File: src/rtl/wrap_field_counter_pkg.sv
// Shared definitions for the wrap_field_counter slice.
//   btn_state_e   : button auto-repeat FSM states
//   DefRptDelay   : default rpt_tick strobes of hold before auto-repeat starts
//   DefRptRate    : default rpt_tick strobes between auto-repeat steps
//   cnt_width()   : bits needed for a counter running 0 .. max_count-1
package wrap_field_counter_pkg;

    typedef enum logic [1:0] {
        StIdle,
        StPress,
        StRepeat
    } btn_state_e;

    localparam int unsigned DefRptDelay = 8;
    localparam int unsigned DefRptRate  = 2;

    function automatic int unsigned cnt_width(input int unsigned max_count);
        return (max_count > 1) ? int'($clog2(max_count)) : 1;
    endfunction

endpackage

File: src/rtl/wrap_field_counter_if.sv
// Control/status bundle of wrap_field_counter.
//   master : the controller (drives strobes/buttons/load, observes the field)
//   slave  : the counter itself
// Signals:
//   tick, count_dn        carry/borrow-in strobe and its direction (1 = down)
//   manual_set, up, down  manual adjust mode and button levels
//   rpt_tick              slow auto-repeat timing strobe
//   load, load_val        load strobe and value
//   value                 current field value
//   carry_out, borrow_out wrap pulses (tick steps only)
//   load_err              rejected-load pulse
//   at_limit              value sits at the terminal value for count_dn
interface wrap_field_counter_if #(
    parameter int unsigned WIDTH = 6
);
    logic             tick;
    logic             count_dn;
    logic             manual_set;
    logic             up;
    logic             down;
    logic             rpt_tick;
    logic             load;
    logic [WIDTH-1:0] load_val;
    logic [WIDTH-1:0] value;
    logic             carry_out;
    logic             borrow_out;
    logic             load_err;
    logic             at_limit;

    modport master (
        output tick, count_dn, manual_set, up, down, rpt_tick, load, load_val,
        input  value, carry_out, borrow_out, load_err, at_limit
    );

    modport slave (
        input  tick, count_dn, manual_set, up, down, rpt_tick, load, load_val,
        output value, carry_out, borrow_out, load_err, at_limit
    );
endinterface

File: src/rtl/btn_repeat_fsm.sv
// Button front end for manual field adjustment: turns up/down levels into one-cycle
// step_up_o/step_dn_o pulses.
// Ports:
//   clk, rst_n            clock, asynchronous active-low reset
//   up_i, down_i          button levels (already synchronised)
//   manual_set_i, load_i  steps only allowed with manual_set high and no load
//   rpt_tick_i            auto-repeat timing strobe
//   step_up_o, step_dn_o  one-cycle step requests
// Build option WFC_AUTOREPEAT_EN: when defined, a held button auto-repeats after
// RPT_DELAY rpt_ticks, then every RPT_RATE rpt_ticks. Otherwise only press edges step.
module btn_repeat_fsm
    import wrap_field_counter_pkg::*;
#(
    parameter int unsigned RPT_DELAY = DefRptDelay,
    parameter int unsigned RPT_RATE  = DefRptRate
) (
    input  logic clk,
    input  logic rst_n,
    input  logic up_i,
    input  logic down_i,
    input  logic manual_set_i,
    input  logic load_i,
    input  logic rpt_tick_i,
    output logic step_up_o,
    output logic step_dn_o
);
    logic act_up, act_dn, rise_up, rise_dn, enable;
    logic prev_up_q, prev_up_d, prev_dn_q, prev_dn_d;
    // Cleared by reset so a button held across reset release never looks like a press.
    logic armed_q, armed_d;

    assign act_up  = up_i & ~down_i;
    assign act_dn  = down_i & ~up_i;
    assign rise_up = armed_q & act_up & ~prev_up_q;
    assign rise_dn = armed_q & act_dn & ~prev_dn_q;
    assign enable  = manual_set_i & ~load_i;

    always_comb begin
        prev_up_d = act_up;
        prev_dn_d = act_dn;
        armed_d   = 1'b1;
    end

    always_ff @(posedge clk or negedge rst_n) begin
        if (!rst_n) begin
            prev_up_q <= 1'b0;
            prev_dn_q <= 1'b0;
            armed_q   <= 1'b0;
        end else begin
            prev_up_q <= prev_up_d;
            prev_dn_q <= prev_dn_d;
            armed_q   <= armed_d;
        end
    end

`ifdef WFC_AUTOREPEAT_EN
    localparam int unsigned CntMax = (RPT_DELAY > RPT_RATE) ? RPT_DELAY : RPT_RATE;
    localparam int unsigned CntW   = cnt_width(CntMax);
    localparam logic [CntW-1:0] DelayLast = CntW'(RPT_DELAY - 1);
    localparam logic [CntW-1:0] RateLast  = CntW'(RPT_RATE - 1);

    btn_state_e      state_q, state_d;
    logic            dir_dn_q, dir_dn_d;
    logic [CntW-1:0] cnt_q, cnt_d;
    logic            held;

    always_comb begin
        state_d   = state_q;
        dir_dn_d  = dir_dn_q;
        cnt_d     = cnt_q;
        step_up_o = 1'b0;
        step_dn_o = 1'b0;
        // The button that started the press must still be the only one down.
        held      = dir_dn_q ? act_dn : act_up;
        unique case (state_q)
            StIdle: begin
                if (enable && (rise_up || rise_dn)) begin
                    state_d   = StPress;
                    dir_dn_d  = rise_dn;
                    cnt_d     = '0;
                    step_up_o = rise_up;
                    step_dn_o = rise_dn;
                end
            end
            StPress, StRepeat: begin
                if (!enable || !held) begin
                    state_d = StIdle;
                    cnt_d   = '0;
                end else if (rpt_tick_i) begin
                    if (cnt_q == ((state_q == StPress) ? DelayLast : RateLast)) begin
                        state_d   = StRepeat;
                        cnt_d     = '0;
                        step_up_o = ~dir_dn_q;
                        step_dn_o = dir_dn_q;
                    end else begin
                        cnt_d = cnt_q + 1'b1;
                    end
                end
            end
            default: begin
                state_d = StIdle;
                cnt_d   = '0;
            end
        endcase
    end

    always_ff @(posedge clk or negedge rst_n) begin
        if (!rst_n) begin
            state_q  <= StIdle;
            dir_dn_q <= 1'b0;
            cnt_q    <= '0;
        end else begin
            state_q  <= state_d;
            dir_dn_q <= dir_dn_d;
            cnt_q    <= cnt_d;
        end
    end
`else
    logic unused_rpt_tick;
    assign unused_rpt_tick = rpt_tick_i;

    always_comb begin
        step_up_o = enable & rise_up;
        step_dn_o = enable & rise_dn;
    end
`endif

endmodule

File: src/rtl/wrap_field_counter.sv
// Wrapping field counter (e.g. hours of a clock) adjustable by carry/borrow ticks,
// manual up/down buttons and a range-checked load. Priority: load > manual_set > tick.
// Ports:
//   clk, rst_n  clock, asynchronous active-low reset
//   bus         wrap_field_counter_if.slave (strobes, buttons, load, value, pulses)
// Build option WFC_AUTOREPEAT_EN enables button auto-repeat in btn_repeat_fsm.
module wrap_field_counter
    import wrap_field_counter_pkg::*;
#(
    parameter int unsigned WIDTH     = 6,
    parameter int unsigned MIN_VAL   = 0,
    parameter int unsigned MAX_VAL   = 23,
    parameter int unsigned RPT_DELAY = DefRptDelay,
    parameter int unsigned RPT_RATE  = DefRptRate
) (
    input logic                 clk,
    input logic                 rst_n,
    wrap_field_counter_if.slave bus
);
    if (!(MIN_VAL < MAX_VAL) || ((longint'(MAX_VAL) >> WIDTH) != 0)) begin : g_bad_range
        $error("wrap_field_counter: need MIN_VAL < MAX_VAL < 2**WIDTH");
    end
    if (RPT_RATE < 1 || RPT_DELAY < 1) begin : g_bad_rpt
        $error("wrap_field_counter: RPT_RATE and RPT_DELAY must be >= 1");
    end

    localparam logic [WIDTH-1:0] MinV = WIDTH'(MIN_VAL);
    localparam logic [WIDTH-1:0] MaxV = WIDTH'(MAX_VAL);
    localparam bit MaxIsFull = (longint'(MAX_VAL) == ((longint'(1) << WIDTH) - 1));

    logic             step_up, step_dn;
    logic             below_min, above_max;
    logic [WIDTH-1:0] inc_wrap, dec_wrap;
    logic [WIDTH-1:0] value_q, value_d;
    logic             carry_q, carry_d, borrow_q, borrow_d, load_err_q, load_err_d;

    btn_repeat_fsm #(
        .RPT_DELAY (RPT_DELAY),
        .RPT_RATE  (RPT_RATE)
    ) u_btn (
        .clk          (clk),
        .rst_n        (rst_n),
        .up_i         (bus.up),
        .down_i       (bus.down),
        .manual_set_i (bus.manual_set),
        .load_i       (bus.load),
        .rpt_tick_i   (bus.rpt_tick),
        .step_up_o    (step_up),
        .step_dn_o    (step_dn)
    );

    // Bounds that cannot be violated at this width are tied off to keep compares meaningful.
    if (MIN_VAL == 0) begin : g_no_min
        assign below_min = 1'b0;
    end else begin : g_min
        assign below_min = bus.load_val < MinV;
    end
    if (MaxIsFull) begin : g_no_max
        assign above_max = 1'b0;
    end else begin : g_max
        assign above_max = bus.load_val > MaxV;
    end

    // Compare before stepping so the result never relies on WIDTH-bit overflow.
    assign inc_wrap = (value_q == MaxV) ? MinV : value_q + 1'b1;
    assign dec_wrap = (value_q == MinV) ? MaxV : value_q - 1'b1;

    always_comb begin
        value_d    = value_q;
        carry_d    = 1'b0;
        borrow_d   = 1'b0;
        load_err_d = 1'b0;
        if (bus.load) begin
            if (below_min || above_max) begin
                load_err_d = 1'b1;
            end else begin
                value_d = bus.load_val;
            end
        end else if (bus.manual_set) begin
            // Ticks are dropped while adjusting; manual wraps raise no carry/borrow.
            if (step_up) begin
                value_d = inc_wrap;
            end else if (step_dn) begin
                value_d = dec_wrap;
            end
        end else if (bus.tick) begin
            if (bus.count_dn) begin
                value_d  = dec_wrap;
                borrow_d = (value_q == MinV);
            end else begin
                value_d = inc_wrap;
                carry_d = (value_q == MaxV);
            end
        end
    end

    always_ff @(posedge clk or negedge rst_n) begin
        if (!rst_n) begin
            value_q    <= MinV;
            carry_q    <= 1'b0;
            borrow_q   <= 1'b0;
            load_err_q <= 1'b0;
        end else begin
            value_q    <= value_d;
            carry_q    <= carry_d;
            borrow_q   <= borrow_d;
            load_err_q <= load_err_d;
        end
    end

    assign bus.value      = value_q;
    assign bus.carry_out  = carry_q;
    assign bus.borrow_out = borrow_q;
    assign bus.load_err   = load_err_q;
    assign bus.at_limit   = ((value_q == MaxV) && !bus.count_dn) ||
                            ((value_q == MinV) && bus.count_dn);

endmodule

File: src/flat_wrapper.sv
// flat-port wrapper written by rule: the top's interface ports become plain ports
module wrap_field_counter_flat import wrap_field_counter_pkg::*;
#(
    parameter int unsigned WIDTH     = 6,
    parameter int unsigned MIN_VAL   = 0,
    parameter int unsigned MAX_VAL   = 23,
    parameter int unsigned RPT_DELAY = DefRptDelay,
    parameter int unsigned RPT_RATE  = DefRptRate
)
  (clk, rst_n, bus_tick, bus_count_dn, bus_manual_set, bus_up, bus_down, bus_rpt_tick, bus_load, bus_load_val, bus_value, bus_carry_out, bus_borrow_out, bus_load_err, bus_at_limit);
  wrap_field_counter_if #(.WIDTH(WIDTH)) bus_i ();
  input logic clk;
  input logic rst_n;
  input wire logic [$bits(bus_i.tick)-1:0] bus_tick;
  input wire logic [$bits(bus_i.count_dn)-1:0] bus_count_dn;
  input wire logic [$bits(bus_i.manual_set)-1:0] bus_manual_set;
  input wire logic [$bits(bus_i.up)-1:0] bus_up;
  input wire logic [$bits(bus_i.down)-1:0] bus_down;
  input wire logic [$bits(bus_i.rpt_tick)-1:0] bus_rpt_tick;
  input wire logic [$bits(bus_i.load)-1:0] bus_load;
  input wire logic [$bits(bus_i.load_val)-1:0] bus_load_val;
  output wire logic [$bits(bus_i.value)-1:0] bus_value;
  output wire logic [$bits(bus_i.carry_out)-1:0] bus_carry_out;
  output wire logic [$bits(bus_i.borrow_out)-1:0] bus_borrow_out;
  output wire logic [$bits(bus_i.load_err)-1:0] bus_load_err;
  output wire logic [$bits(bus_i.at_limit)-1:0] bus_at_limit;
  assign bus_i.tick = bus_tick;
  assign bus_i.count_dn = bus_count_dn;
  assign bus_i.manual_set = bus_manual_set;
  assign bus_i.up = bus_up;
  assign bus_i.down = bus_down;
  assign bus_i.rpt_tick = bus_rpt_tick;
  assign bus_i.load = bus_load;
  assign bus_i.load_val = bus_load_val;
  assign bus_value = bus_i.value;
  assign bus_carry_out = bus_i.carry_out;
  assign bus_borrow_out = bus_i.borrow_out;
  assign bus_load_err = bus_i.load_err;
  assign bus_at_limit = bus_i.at_limit;
  wrap_field_counter #(.WIDTH(WIDTH), .MIN_VAL(MIN_VAL), .MAX_VAL(MAX_VAL), .RPT_DELAY(RPT_DELAY), .RPT_RATE(RPT_RATE)) u_core (.clk(clk), .rst_n(rst_n), .bus(bus_i));
endmodule
File: config.mk
export PLATFORM = sky130hd
export DESIGN_NAME = wrap_field_counter_flat
export DESIGN_NICKNAME = d
export VERILOG_FILES = /design/src/rtl/wrap_field_counter_pkg.sv /design/src/rtl/wrap_field_counter_if.sv /design/src/rtl/btn_repeat_fsm.sv /design/src/rtl/wrap_field_counter.sv /design/src/flat_wrapper.sv
export SDC_FILE = /design/constraint.sdc
export NUM_CORES = 1
export LEC_CHECK = 0
export BUFFER_PORTS_ARGS = -buffer_cell sky130_fd_sc_hd__buf_2
export CORE_MARGIN = 8
export CORE_UTILIZATION = 40
export CTS_BUF_LIST = sky130_fd_sc_hd__clkbuf_16
export DETAILED_ROUTE_END_ITERATION = 16
export HOLD_SLACK_MARGIN = 0.15
export MAX_ROUTING_LAYER = met4
export PLACE_DENSITY = 0.74
export SLEW_MARGIN = 30
export SYNTH_ARGS = -nofsm -noshare
export SYNTH_HDL_FRONTEND = slang
export SYNTH_SLANG_ARGS = --single-unit
File: constraint.sdc
create_clock -name clk -period 4.3 [get_ports clk]
set_input_delay 0.43 -clock clk [delete_from_list [all_inputs] [get_ports clk]]
set_output_delay 0.43 -clock clk [all_outputs]
set_load 0.1 [all_outputs]
==> results.py <==
metrics = {
    "outcome": {
        "outcome": "completed",
    },
    "placement": {
        "place_congestion": 0.887,
        "place.port_buffers": 23,
        "dp_hpwl_um": 1640,
    },
    "power_and_ir_drop": {
        "power.leakage_nw": 0.495,
        "intPower_uw": 334,
        "power_density_nw_per_um2": 623,
        "netSwitchingFraction_pct": 50.1,
        "p_seq_share_pct": 26.9,
        "power_frac_comb_pct": 47.0,
        "ir_drop_mv": 0.367,
        "total_power_uw": 668,
        "p_clk_share_pct": 26.1,
        "p_sw_uw": 335,
    },
    "global_route": {
        "grt_max_degree": 14,
        "gr-max-usage-layer": "met2",
        "antenna_found_initial": 0,
        "grt_first_pass_wirelength_um": 3730,
        "grtUsageMet1_pct": 13.5,
        "grt_pass1_vias": 818,
        "grt-ovfl-total": 0,
        "met2_usage_pct": 18.9,
        "grt_usage_pct": 12.1,
        "grtUsageMet3_pct": 3.05,
    },
    "synthesis": {
        "netlist_instances": 93,
        "ys_ff_latch": 12,
        "synth_largest_area_cell": "dfrtp_1",
        "synth.distinct_cells": 38,
        "postSynth.asyncResetShare_pct": 100,
        "synth_area_leaders": "dfrtp_1 35%, a21oi_1 5.3%, ha_1 4.4%",
        "synth_nets": 111,
        "yosysSeqAreaShare_pct": 35.1,
        "syn-cell-area_um2": 855,
        "ys.flop_type": "dfrtp_1",
        "syn_avg_cell_area_um2": 9.19,
        "synth.top_cell.area_share_pct": 35.1,
        "synth_edf_count": 0,
        "ys_warn_count": 0,
    },
    "clock_tree": {
        "cts_resized": 0,
        "cts.sinks": 12,
        "cts_root_buf": "clkbuf_16",
        "htreeDepth": 1,
        "cts_buffer_depth": 2,
        "insertion_delay_ns": 0.24,
        "cts_tree": "yes",
        "cts-buffers-inserted": 3,
        "clk_pin_slew_ns": 0.04,
    },
    "floorplan": {
        "die_y_um": 62.2,
        "die_w_um": 62.2,
        "rows": 16,
        "dieArea_um2": 3870,
        "core_um2": 1980,
        "pin_count": 25,
        "start_util_pct": 43.1,
    },
    "sta": {
        "setup-tns-final_ns": 0,
        "timing.hold.ws_ns": 0.378,
        "finalHoldViolations": 0,
        "finalSetupViolations": 0,
        "fin_crit_ns": 2.49,
        "clock.fmax_mhz": 402,
        "slew_violations": 0,
        "fin_worst_skew_ns": 0.000563,
        "rsz0062_at_grt": "no",
        "fin_crit_sh_pct": 57.8,
    },
    "cells_and_area": {
        "final_cell_mix": "23 x buf_2, 12 x dfrtp_1, 9 x a21oi_1",
        "drive_above_1_share_pct": 31.4,
        "seq_area_um2": 300,
        "multi_input_area_um2": 500,
        "finish.net_count": 137,
        "nFillCells": 181,
        "diodes": 0,
        "layout_commonest_cell": "buf_2",
        "area_growth_pct": 25.5,
    },
    "route": {
        "antenna_left": 0,
        "wl_per_cell_um": 15.5,
        "wirelength_um": 2240,
        "drtIter0Drc": 18,
        "dr.pass1.iters": 4,
        "viasPerCell": 5.43,
        "num_vias": 787,
        "drcViolationCount": 0,
    },
    "worst_hold_path": {
        "min_path_type": "in -> reg",
    },
    "critical_path": {
        "crit_path_top_delay_cell": "dfrtp_1",
        "end_kind": "output pin",
        "start_kind": "flip-flop",
        "slowest_delay_ns": 0.49,
        "cp_cell_sequence": "ha_1 > nand2_1 > nor4_4 > mux2_2 > buf_2",
        "cp.arrival_ns": 2.06,
        "critPathMaxFanout": 8,
        "required_ns": 3.87,
        "worstSetupPathType": "reg -> out",
    },
    "flow_run": {
        "maxCapViolations": 0,
    },
}
## flip-flops by register name, indices dropped and copies added, names as in the netlist
register and cells:
u_core.bus.carry_out 1, u_core.u_btn.prev_up_q 1, u_core.bus.value 6, u_core.bus.borrow_out 1
u_core.bus.load_err 1, u_core.u_btn.prev_dn_q 1, u_core.u_btn.armed_q 1
## final timing paths
path	start	endpoint	slack [ns]	cells past startpoint
min in group asynchronous	rst_n	u_core.bus.value[2]	0.60	2
worst min-delay path	bus_up	u_core.u_btn.prev_dn_q	0.38	2
worst max register to register	u_core.bus.value[0]	u_core.bus.value[5]	2.48	7
max in group asynchronous	rst_n	u_core.bus.value[3]	3.48	2
worst max-delay path	u_core.bus.value[0]	bus_at_limit	1.81	5
worst min register to register	u_core.bus.value[1]	u_core.bus.value[1]	0.61	2
## Yosys cell counts (2+ instances only)
cell / n
o21ai_0: 3
inv_1: 5
nor2_1: 7
dfrtp_1: 12
xnor2_1: 2
nor3_4: 2
nor3_1: 4
a22oi_1: 2
o22ai_1: 2
nand3_1: 4
inv_2: 2
nor2b_1: 3
a221oi_1: 2
a21oi_1: 9
ha_1: 3
buf_4: 3
nand2_1: 6
or3_1: 2
## power by group through the flow
stage	sequential (mW)	clock (mW)	combinational, mW
after floorplan	0.300	0	0.140
after global placement	0.179	0	0.304
after detailed placement	0.181	0	0.310
after CTS	0.179	0.174	0.314
after global routing	0.187	0.179	0.335
final	0.180	0.174	0.314
## kinds of logic (layout without fill, tap and decap cells)
family / after synthesis / in the layout / synth area share [%]
compound gates: 24 / 24 / 18.7
xor+xnor: 3 / 3 / 3.08
fa+ha+maj: 3 / 3 / 4.39
buf+inv: 11 / 36 / 6.30
flops: 12 / 12 / 35.1
mux: 3 / 3 / 4.25
other cells: 1 / 1 / 0.439
simple gates: 36 / 36 / 27.7
## metrics by stage
step	util, %	setup slack (ns)	area (µm²)	instances
3_3_place_gp	49.2	2.15	976	139
6_report	54.1	1.81	1070	145
4_1_cts	53.7	1.84	1060	144
2_1_floorplan	-	1.61	855	93
5_1_grt	54.1	1.67	1070	145
3_5_place_dp	49.2	2.09	976	139
## critical path: cells and delay by family (launching register included)
family	cells	cell delay [ns]
adder cells (fa/ha/maj)	1	0.22
buffers and inverters	1	0.42
AND/OR/NAND/NOR	2	0.44
multiplexers	1	0.24
flip-flops	1	0.49
## final cells by class
cell class	instances	share of cell area, %
clock inverter	1	0.350
timing repair buffer	25	12.4
tap	27	3.15
inverter	7	2.45
sequential	12	28.0
multi-input combinational	70	46.7
clock buffer	3	7.00
## per-layer routing
metal / wire length, µm / share of wire [%]
met2: 1100 / 49
met4: 51 / 2.3
met3: 121 / 5.4
met1: 970 / 43
met5: 0 / 0
## what timing repair did
action,in CTS,in global routing
hold buffers,1,0
setup buffers,0,0
endpoints found under the setup margin,0,0
hold endpoints to repair,12,0
Power figures use the tool's default switching activity.
